### config.mk
export PLATFORM = sky130hd
export DESIGN_NAME = selector_scan
export DESIGN_NICKNAME = d
export VERILOG_FILES = /design/src/rtl/selector_scan_pkg.sv /design/src/rtl/selector_scan_next_ch.sv /design/src/rtl/selector_scan.sv
export SDC_FILE = /design/constraint.sdc
export NUM_CORES = 1
export LEC_CHECK = 0
export CAP_MARGIN = 20
export CORE_UTILIZATION = 30
export DETAILED_ROUTE_END_ITERATION = 12
export PLACE_DENSITY = 0.59
export SLEW_MARGIN = 0
export SYNTH_ARGS = -nofsm -noshare
export SYNTH_HDL_FRONTEND = slang
export SYNTH_SLANG_ARGS = --single-unit
### constraint.sdc
create_clock -name iClk -period 4.3 [get_ports iClk]
set_input_delay 0.43 -clock iClk [delete_from_list [all_inputs] [get_ports iClk]]
set_output_delay 0.43 -clock iClk [all_outputs]
set_load 0.02 [all_outputs]
### src/rtl/selector_scan_pkg.sv
// selector_pkg: shared constants and helpers for the selector_scan slice.
//   MODE_MANUAL / MODE_SCAN : encodings of the iMode input.
//   ch_idx_t                : generic channel index, wide enough for any
//                             channel count a sibling block is built with.
//   clog2()                 : constant-evaluable ceiling log2, minimum 1, so
//                             a two-channel selector still gets a 1-bit select.
package selector_pkg;

    localparam logic MODE_MANUAL = 1'b0;
    localparam logic MODE_SCAN   = 1'b1;

    localparam int MAX_IDX_BITS = 8;
    typedef logic [MAX_IDX_BITS-1:0] ch_idx_t;

    function automatic int clog2(input int n);
        int r;
        r = 0;
        while ((1 << r) < n) begin
            r = r + 1;
        end
        if (r < 1) begin
            r = 1;
        end
        return r;
    endfunction

endpackage

### src/rtl/selector_scan_next_ch.sv
// scan_next_ch: combinational search for the next enabled channel.
//   cur     : index currently selected
//   mask    : 1 = channel may be visited
//   next_ch : first enabled index searched cyclically from cur+1; falls back
//             to cur itself when cur is the only enabled channel
//   wrap    : next_ch <= cur (the search went past CHANNELS-1 or stayed put)
//   any_en  : at least one mask bit set; next_ch is meaningless when 0
module scan_next_ch
    import selector_pkg::*;
#(
    parameter int CHANNELS = 8,
    localparam int SW = clog2(CHANNELS)
) (
    input  logic [SW-1:0]       cur,
    input  logic [CHANNELS-1:0] mask,
    output logic [SW-1:0]       next_ch,
    output logic                wrap,
    output logic                any_en
);

    logic found;
    logic [SW-1:0] idx;

    always_comb begin
        next_ch = cur;
        found   = 1'b0;
        idx     = '0;
        // k runs 1..CHANNELS so that cur itself is the last candidate.
        for (int k = 1; k <= CHANNELS; k++) begin
            idx = SW'((int'(cur) + k) % CHANNELS);
            if (!found && mask[idx]) begin
                found   = 1'b1;
                next_ch = idx;
            end
        end
        wrap   = (next_ch <= cur);
        any_en = |mask;
    end

endmodule

### src/rtl/selector_scan.sv
// selector_scan: N-channel, W-bit registered selector with manual and
// auto-scan modes.
//   iClk    : clock, all state updates on the rising edge
//   iRst    : synchronous active-high reset, wins over every other input
//   iData   : packed channels, channel k = iData[k*WIDTH +: WIDTH]
//   iSel    : manual select; values >= CHANNELS leave the channel unchanged
//   iMode   : MODE_MANUAL / MODE_SCAN
//   iHold   : scan only, freezes dwell counter and channel
//   iMask   : scan only, 1 = channel visited
//   oZ      : registered data of the selected channel (0 when not valid)
//   oCh     : index of the channel in oZ
//   oOneHot : one-hot of oCh, all zero when oValid = 0
//   oValid  : oZ holds a legitimately selected channel
//   oWrap   : one-cycle pulse after a scan advance to a lower or equal index
// All outputs are registers; inputs only reach them through ch_next.
module selector_scan
    import selector_pkg::*;
#(
    parameter int WIDTH    = 4,
    parameter int CHANNELS = 8,
    parameter int DIV      = 4,
    localparam int SW = clog2(CHANNELS),
    localparam int CW = clog2(DIV)
) (
    input  logic                      iClk,
    input  logic                      iRst,
    input  logic [CHANNELS*WIDTH-1:0] iData,
    input  logic [SW-1:0]             iSel,
    input  logic                      iMode,
    input  logic                      iHold,
    input  logic [CHANNELS-1:0]       iMask,
    output logic [WIDTH-1:0]          oZ,
    output logic [SW-1:0]             oCh,
    output logic [CHANNELS-1:0]       oOneHot,
    output logic                      oValid,
    output logic                      oWrap
);

    logic [SW-1:0]       ch, ch_next;
    logic [CW-1:0]       cnt, cnt_next;
    logic                valid_next, wrap_next;
    logic [WIDTH-1:0]    z_next;
    logic [CHANNELS-1:0] onehot_next;

    logic [SW-1:0] scan_ch;
    logic          scan_wrap;
    logic          scan_any;

    scan_next_ch #(.CHANNELS(CHANNELS)) u_next (
        .cur     (ch),
        .mask    (iMask),
        .next_ch (scan_ch),
        .wrap    (scan_wrap),
        .any_en  (scan_any)
    );

    // Next channel / dwell counter. Entering scan from manual needs no extra
    // state: manual keeps cnt at 0, so the current channel gets a full dwell.
    always_comb begin
        ch_next    = ch;
        cnt_next   = cnt;
        valid_next = 1'b1;
        wrap_next  = 1'b0;
        if (iMode == MODE_MANUAL) begin
            if (int'(iSel) < CHANNELS) begin
                ch_next = iSel;
            end
            cnt_next = '0;
        end else if (!scan_any) begin
            valid_next = 1'b0;
        end else if (!iHold) begin
            if (cnt == CW'(DIV - 1)) begin
                cnt_next  = '0;
                ch_next   = scan_ch;
                wrap_next = scan_wrap;
            end else begin
                cnt_next = cnt + CW'(1);
            end
        end
    end

    // Output mux and one-hot decode from ch_next, gated by validity.
    always_comb begin
        z_next      = '0;
        onehot_next = '0;
        for (int k = 0; k < CHANNELS; k++) begin
            if (ch_next == SW'(k)) begin
                if (valid_next) begin
                    z_next = iData[k*WIDTH +: WIDTH];
                end
                onehot_next[k] = valid_next;
            end
        end
    end

    always_ff @(posedge iClk) begin
        if (iRst) begin
            ch      <= '0;
            cnt     <= '0;
            oZ      <= '0;
            oCh     <= '0;
            oOneHot <= '0;
            oValid  <= 1'b0;
            oWrap   <= 1'b0;
        end else begin
            ch      <= ch_next;
            cnt     <= cnt_next;
            oZ      <= z_next;
            oCh     <= ch_next;
            oOneHot <= onehot_next;
            oValid  <= valid_next;
            oWrap   <= wrap_next;
        end
    end

endmodule

==> Word level (Yosys, flattened, before mapping) <==
Cells that the tools add are included.
{ "word_totals": {"regBits": 19, "elab_cells": 132, "output_inout_bits": 17, "inputBits": 47} }
{ "classes": {"n_reduce_logical": 27, "muxes": 54, "n_eq_ne": 8, "bitwise": 12, "magnitude_cmp": 9, "add_sub_neg": 9} }
{ "op_table": {"columns": ["operator", "n"], "rows": [
  ["4-bit two-way mux", 16],
  ["3-bit two-way mux", 12],
  ["3-bit by 4-bit < comparator with 1-bit output (second input constant)", 8],
  ["1-bit binary-select mux with 3-bit select", 8],
  ["2-bit OR reduction", 9],
  ["1-bit two-way mux", 17],
  ["3-bit adder (second input constant)", 4],
  ["3-bit == test (second input constant)", 4],
  ["1-bit inverter", 12],
  ["8-bit OR reduction", 1],
  ["1-bit logical AND", 7],
  ["1-bit logical NOT", 7],
  ["3-bit by 1-bit adder with 3-bit output (second input constant)", 2],
  ["3-bit by 2-bit adder with 3-bit output (second input constant)", 2],
  ["3-bit by 2-bit == test with 1-bit output (second input constant)", 2],
  ["5-bit OR reduction", 1],
  ["3-bit by 1-bit == test with 1-bit output (second input constant)", 1],
  ["3-bit less-or-equal comparator", 1],
  ["3-bit logical NOT", 1],
  ["2-bit by 1-bit adder with 2-bit output (second input constant)", 1],
  ["2-bit == test (second input constant)", 1],
  ["2-bit two-way mux", 1],
  ["2-bit AND reduction", 1]
]} }

==> Depth between registers and ports, before layout <==
Gate-level depths: netlist of the first run.
{ "logic_depth": {"depth_word": 45, "depth_mapped": 18, "mapped_depth_nobuf": 14} }

==> Hierarchy <==
From an unflattened synthesis of the first run, not the netlist that was laid out.
{ "unflattened": {"hier_cells": 268, "hier_area_um2": 2279.7} }
{ "by_module_without_submodules": {"columns": ["mod", "instances", "cells_each", "area_per_inst_um2", "seq_area_each_um2"], "rows": [
  ["selector_scan", 1, 169, 1330.0, 380.4],
  ["scan_next_ch", 1, 99, 949.7, 0.0]
]} }

==> Least setup slack after synthesis of the first run <==
Ideal clock, no wire load.
{ "synth_path": {"kind": "register to register", "from": "register ch[1]", "to": "register oZ[0]", "stages_incl_launch_ff": 18, "t_arrival_ps": 4142, "path_buffers": 5, "slack_ps": 36, "t_required_ps": 4177, "path_cell_list": "dfxtp_1 > buf_2 > buf_2 > inv_1 > ha_1 > buf_2 > mux2_1 > nor3_1 > a221oi_1 > or3_1 > buf_2 > a211o_1 > a221oi_2 > o21ai_2 > buf_6 > mux2_4 > a222oi_1 > o2bb2ai_1"} }
{ "synth_via": {"elab_chain_cells": 45} }
{ "synth_lines": {"columns": ["item", "line", "source"], "rows": [
  ["from (decl)", "selector_scan.sv:39", "logic [SW-1:0] ch, ch_next;"],
  ["from (signal assigned)", "selector_scan.sv:106", "ch <= ch_next;"],
  ["3-bit by 1-bit adder with 3-bit output", "selector_scan_next_ch.sv:30", "idx = SW'((int'(cur) + k) % CHANNELS);"],
  ["1-bit binary-select mux with 3-bit select", "selector_scan_next_ch.sv:31", "if (!found && mask[idx]) begin"],
  ["1-bit two-way mux (not written as such)", "selector_scan_next_ch.sv:31", null],
  ["1-bit two-way mux", "selector_scan_next_ch.sv:31", null],
  ["1-bit logical NOT", "selector_scan_next_ch.sv:31", null],
  ["1-bit logical AND", "selector_scan_next_ch.sv:31", null],
  ["1-bit two-way mux", "selector_scan_next_ch.sv:31", null],
  ["1-bit logical NOT", "selector_scan_next_ch.sv:31", null],
  ["[29 not listed]", null, null],
  ["4-bit two-way mux", "selector_scan.sv:88", "if (valid_next) begin"],
  ["4-bit two-way mux", "selector_scan.sv:87", "if (ch_next == SW'(k)) begin"],
  ["4-bit two-way mux", "selector_scan.sv:88", null],
  ["4-bit two-way mux", "selector_scan.sv:87", null],
  ["4-bit two-way mux", "selector_scan.sv:88", null],
  ["4-bit two-way mux", "selector_scan.sv:87", null],
  ["4-bit two-way mux", "selector_scan.sv:88", null],
  ["4-bit two-way mux *", "selector_scan.sv:87", null],
  ["to (signal assigned)", "selector_scan.sv:108", "oZ <= z_next;"],
  ["to (decl)", "selector_scan.sv:32", "output logic [WIDTH-1:0] oZ,"]
]} }
Mark *: on every way between the ends. The rest lies on a longest branch, timed or not. The select of a mux whose other input is x is not followed.
A chain may end at the register's enable or synchronous reset.

==> Worst setup path in the final report of the first run <==
{ "layout_path": {"from": "register ch[0]", "to": "register oZ[2]"} }
The elaborated chain is that of the path after synthesis.

==> impl_metrics.json, run 1 <==
{
  "status": "finished, final reports clean",
  "n_antenna_cell": 0,
  "async_flop_share": 0,
  "multi_input_area_mm2": 0.001618,
  "cp.arrival_ns": 4.12,
  "synth.largest_area_cell": "dfxtp_1",
  "via_count": 2227,
  "finalCritPeriodShare": 0.9224,
  "antenna_left": 0,
  "drc_errors": 0,
  "drt_iter0_drc": 167,
  "start_util": 0.3087,
  "wl_per_cell_um": 15.98,
  "synth_top_area_share": 0.1824,
  "cts_tree": "built",
  "slew_headroom": 0.5658,
  "first_pass_iters": 4,
  "worst-r2r-setup-slack_ns": 0.33,
  "grt_max_degree": 19,
  "worstSetupEndpointType": "flip-flop",
  "cts_root_buf": "clkbuf_8",
  "io_buffers": 63,
  "dp_hpwl_um": 5096,
  "regArea_um2": 380.4,
  "synth_cell_types": 58,
  "path_max_fanout": 12,
  "tns_ns": 0,
  "ys_seq_area_frac": 0.1824,
  "drv_cap": 0,
  "wl_um": 6311,
  "setup_viol": 0,
  "final_common_cell": "clkdlybuf4s50_1",
  "core_mm2": 0.006756,
  "utilization": 0.4341,
  "io_pins": 64,
  "leakagePower_uw": 0.001115,
  "min_path_type": "reg -> reg",
  "power_density_mw_per_mm2": 233.1,
  "vias_per_cell": 5.638,
  "grt_util_all_layers": 0.1706,
  "netlist_top_cells_area": "dfxtp_1 (18%), mux4_2 (9.7%), mux2i_1 (5.8%)",
  "fin_cells": 395,
  "antenna_found_initial": 0,
  "hold_buffers": 0,
  "die_area_mm2": 0.007290,
  "yosysWarnings": 0,
  "clkLatencyLatePin_ns": 0.26,
  "fp.dieW_um": 85.38,
  "synthToLayoutAreaGrowth_pct": 40.61,
  "clockBufferDepth": 2,
  "die_h_um": 85.38,
  "slew_viol_final": 0,
  "synth_edf_count": 0,
  "synth_area_mm2": 0.002086,
  "ys.flop_type": "dfxtp_1",
  "gp_congestion": 0.7852,
  "vdd.ir_drop.worst_v": 0.0001331,
  "worst_slew_pin_slew_ns": 0.6504,
  "grt_first_pass_wirelength_um": 10030,
  "cts_buffers": 3,
  "most-common-layout-cells": "clkdlybuf4s50_1 (63), nor2_1 (21), nand2_1 (19), dfxtp_1 (19), buf_4 (17)",
  "cts_num_sinks": 19,
  "syn_inst": 243,
  "ys_ff_latch": 19,
  "fmax_mhz": 252.1,
  "worst_clock_skew_ns": 0.01277,
  "final-hold-violation-count": 0,
  "crit_required_ns": 4.45,
  "syn-num-nets": 296,
  "grt_pass1_vias": 2070,
  "fill_cells": 688,
  "crit_type": "reg -> reg",
  "avgSynthCellArea_um2": 8.583,
  "cts.reportedPaths.clkPinSlew_ns": 0.08,
  "grt_remaining_overflow": 0,
  "fin_crit_ns": 3.966,
  "cts_max_level": 1,
  "drive_gt1_frac": 0.1492,
  "rsz0062_at_grt": "false",
  "fin_nets": 369,
  "start_kind": "flip-flop",
  "rows": 30,
  "dp.cells": 391
}
==> critical path, stage by stage, from the launching register on <==
cell	delay, ns
dfxtp_1	0.43
inv_2	0.06
ha_2	0.44
mux2_1	0.39
nor3_1	0.14
a221oi_1	0.07
buf_4	0.17
or3_1	0.47
a211o_1	0.33
a221oi_2	0.39
o21ai_4	0.20
mux2_1	0.36
a222oi_1	0.32
o2bb2ai_1	0.09
==> cell families (layout without fill, tap and decap cells) <==
logic type | count (synthesis) | in the layout | share of synthesized area
muxes | 38 | 38 | 0.2567
AOI/OAI and AO/OA | 73 | 73 | 0.2670
DFF | 19 | 19 | 0.1824
adders and majority gates | 6 | 6 | 0.03599
xor gates and xnor gates | 5 | 5 | 0.02100
and+or+nand+nor | 82 | 82 | 0.1902
buffers and inverters | 20 | 92 | 0.04679
==> where the power goes <==
| group | switching [µW] | internal, µW | total [µW] |
|---|---|---|---|
| Sequential | 7.00 | 186 | 193 |
| Clock | 61.8 | 64.5 | 126 |
| Combinational | 181 | 183 | 365 |
==> area by class of cell <==
type,count,share of cell area
timing repair buffer,80,0.2585
clock inverter,1,0.001706
sequential,19,0.1297
clock buffer,3,0.01408
inverter,8,0.01024
tap,80,0.03413
multi-input combinational,204,0.5516
==> flip-flops by register name, summed over array words and instances, names as in the netlist <==
| register | cells |
|---|---|
| ch | 3 |
| oZ | 4 |
| oWrap | 1 |
| oOneHot | 8 |
| cnt | 2 |
| oValid | 1 |
==> worst paths after layout <==
path           from     end  cells past startpoint
min reg2reg  cnt[1]  cnt[1]                      2
min          cnt[1]  cnt[1]                      2
max           ch[0]   oZ[2]                     13
max reg2reg   ch[0]   oZ[2]                     13
==> synthesized netlist by cell type (3+ instances only) <==
cell       count
nor2_1        21
dfxtp_1       19
nand2_1       19
mux2i_1       12
a21o_1        10
mux4_2         9
nor3_1         9
o21ai_0        9
a21oi_1        8
mux2_2         8
nand3_1        8
inv_1          7
buf_2          6
ha_1           6
nand2b_1       6
mux2_1         5
clkbuf_1       4
o2bb2ai_1      4
a222oi_1       3
a31oi_1        3
a32oi_1        3
and2_1         3
nor2b_1        3
nor4_1         3
o211ai_1       3
o31ai_1        3
or3_1          3
xnor2_1        3
==> what timing repair did <==
| item | CTS | global route |
|---|---|---|
| setup buffers | 0 | 0 |
| gates resized for setup | 0 | 2 |
| setup endpoints to repair | 0 | 3 |
==> metrics by stage <==
| stage | setup slack, ns | total power [µW] | hold slack [ns] | cell area (µm²) |
|---|---|---|---|---|
| final | 0.3339 | 683.7 | 0.5209 | 2933 |
| after global routing | 0.007297 | 731.4 | 0.5504 | 2933 |
| after global placement | 0.2012 | 553.4 | 0.4872 | 2877 |
| after CTS | 0.1958 | 689.1 | 0.5266 | 2923 |
| after floorplan | 0.03582 | 427.7 | 0.4646 | 2086 |
| after detailed placement | 0.1347 | 558.4 | 0.5069 | 2877 |
==> per-layer routing <==
layer / track usage / share of wire / up-vias
met1: 0.2166 / 0.43 / 1042
met3: 0.02626 / 0.072 / 5
met4: 0.03182 / 0.0081 / 0
met5: 0 / 0 / -
li1: - / - / 1087
met2: 0.3072 / 0.49 / 93
(Power assumes the default switching activity.)
==> run 2, diff against run 1 <==
--- a/config.mk
+++ b/config.mk
@@ -8,6 +8,7 @@
 export CAP_MARGIN = 20
 export CORE_UTILIZATION = 30
 export DETAILED_ROUTE_END_ITERATION = 12
+export GPL_TIMING_DRIVEN = 0
 export PLACE_DENSITY = 0.59
 export SLEW_MARGIN = 0
 export SYNTH_ARGS = -nofsm -noshare
==> impl_metrics.json, run 2 (synthesis gave the netlist of run 1 again) <==
{
  "status": "finished, final reports clean",
  "clkLatencyLatePin_ns": 0.26,
  "slew_headroom": 0.5341,
  "dp_hpwl_um": 4846,
  "rows": 30,
  "crit_buf_inv": 5,
  "cts_buffers": 3,
  "top_regs": "oOneHot x8, oZ x4, ch x3",
  "power_switching_share": 0.3697,
  "grt_pass1_vias": 2062,
  "fin_nets": 371,
  "clockBufferDepth": 2,
  "place_area_mm2": 0.002806,
  "power_density_mw_per_mm2": 231.9,
  "antenna_left": 0,
  "grtUsageMet3": 0.03016,
  "slew_viol_final": 0,
  "vias_per_cell": 5.577,
  "fin_hold_ws_ns": 0.5062,
  "cts.reportedPaths.clkPinSlew_ns": 0.08,
  "fp.dieW_um": 85.38,
  "leakagePower_uw": 0.001130,
  "start_util": 0.3087,
  "power_frac_comb": 0.546,
  "grt_first_pass_wirelength_um": 10150,
  "finalCritPeriodShare": 0.9555,
  "fin_cells": 397,
  "final-hold-violation-count": 0,
  "design_area_mm2": 0.003024,
  "cts_tree": "built",
  "final_common_cell": "clkdlybuf4s50_1",
  "die_h_um": 85.38,
  "io_buffers": 62,
  "path_max_fanout": 10,
  "start_kind": "flip-flop",
  "clockPowerShare": 0.182,
  "crit_type": "reg -> reg",
  "cp.arrival_ns": 4.26,
  "cts_num_sinks": 19,
  "cp_top_family": "compound AO/OA/AOI/OAI gates",
  "via_count": 2214,
  "max_stage_delay_ns": 0.43,
  "grt_max_degree": 12,
  "die_area_mm2": 0.007290,
  "antenna_found_initial": 0,
  "most-common-layout-cells": "clkdlybuf4s50_1 (62), nor2_1 (21), nand2_1 (18), dfxtp_1 (18), mux2i_1 (11)",
  "worst_clock_skew_ns": 0.006394,
  "worstSetupEndpointType": "flip-flop",
  "drc_errors": 0,
  "largest_register": "oOneHot",
  "slowest_stage": "dfxtp_1",
  "fin_crit_ns": 4.109,
  "drt_iter0_drc": 71,
  "core_mm2": 0.006756,
  "crit_required_ns": 4.45,
  "first_pass_iters": 4,
  "gp_congestion": 0.8196,
  "io_pins": 64,
  "grt_busiest_layer": "met2",
  "grt_use_met2": 0.3028,
  "wl_um": 6220,
  "p_seq_frac": 0.272,
  "internal_power_uw": 442.0,
  "largest_reg_flops": 8,
  "min_path_type": "reg -> reg",
  "fmax_mhz": 243.4,
  "crit_path_cell_trace": "buf_6 > inv_2 > ha_4 > buf_6 > mux2i_1 > and2_1 > a221oi_2 > or3_1 > buf_2 > a211o_1 > a221oi_4 > o21ai_4 > buf_6 > mux2_4 > a222oi_1 > o2bb2ai_1",
  "setup_viol": 0,
  "dp.cells": 385,
  "tns_ns": 0,
  "wl_per_cell_um": 15.67,
  "vdd.ir_drop.worst_v": 0.0001379,
  "grt_remaining_overflow": 0,
  "drv_cap": 0,
  "crit_top_cell": "buf_6",
  "drive_gt1_frac": 0.1798,
  "utilization": 0.4476,
  "p_switching_uw": 259.2,
  "cts_max_level": 1,
  "worst_slew_pin_slew_ns": 0.6915,
  "grt_use_met1": 0.2243,
  "synthToLayoutAreaGrowth_pct": 44.99,
  "cts_root_buf": "clkbuf_8",
  "n_antenna_cell": 0,
  "grt_util_all_layers": 0.1715
}
==> run 2: power by group through the flow <==
stage	Clock [µW]	Sequential (µW)	Combinational (µW)
5_1_grt	143	192	418
4_1_cts	133	191	361
3_5_place_dp	0	195	346
6_report	128	191	383
2_1_floorplan	0	206	222
3_3_place_gp	0	195	344
==> run 2: final cells by class <==
cell class / count / area (µm²)
well taps: 80 / 100.1
multi-input cells: 204 / 1692
inverters: 8 / 33.78
repair buffers: 70 / 680.7
clock buffers: 3 / 41.29
clock inverters: 1 / 5.005
fillers: 685 / 3732
flip-flops and latches: 19 / 381.6
plain buffers: 12 / 90.09
==> run 2: metrics by stage <==
step | worst slack [ns] | total power [µW]
2_1_floorplan | 0.03582 | 427.7
3_3_place_gp | -0.4831 | 538.9
3_5_place_dp | -0.4742 | 540.2
4_1_cts | 0.01518 | 684.7
5_1_grt | -0.07386 | 752.2
6_report | 0.1912 | 701.2
==> run 2: path summary, 6_finish.rpt <==
check / slack, ns / start / depth (start not counted) / endpoint
max: 0.19 / ch[0] / 16 / oZ[0]
min: 0.51 / cnt[1] / 2 / cnt[1]
max reg2reg: 0.19 / ch[0] / 16 / oZ[0]
min reg2reg: 0.51 / cnt[1] / 2 / cnt[1]
==> run 2: repair_timing <==
action	CTS	global route
gates cloned	0	0
pin swaps	1	3
resized for setup	11	11
endpoints found under the hold margin	0	0
setup endpoints to repair	9	5
buffers inserted	3	5
hold buffers	0	0
==> run 2: worst min-delay path: stages (launching register included) <==
cell	delay, ns
dfxtp_1	0.34
mux2i_1	0.06
nor2_1	0.07
==> run 2: layer usage <==
layer	vias to the layer above	wire length, µm	part of all wire
li1	1090	-	-
met1	1041	2767	0.44
met2	81	3027	0.49
met3	2	410	0.066
met4	0	14	0.0023
met5	-	0	0
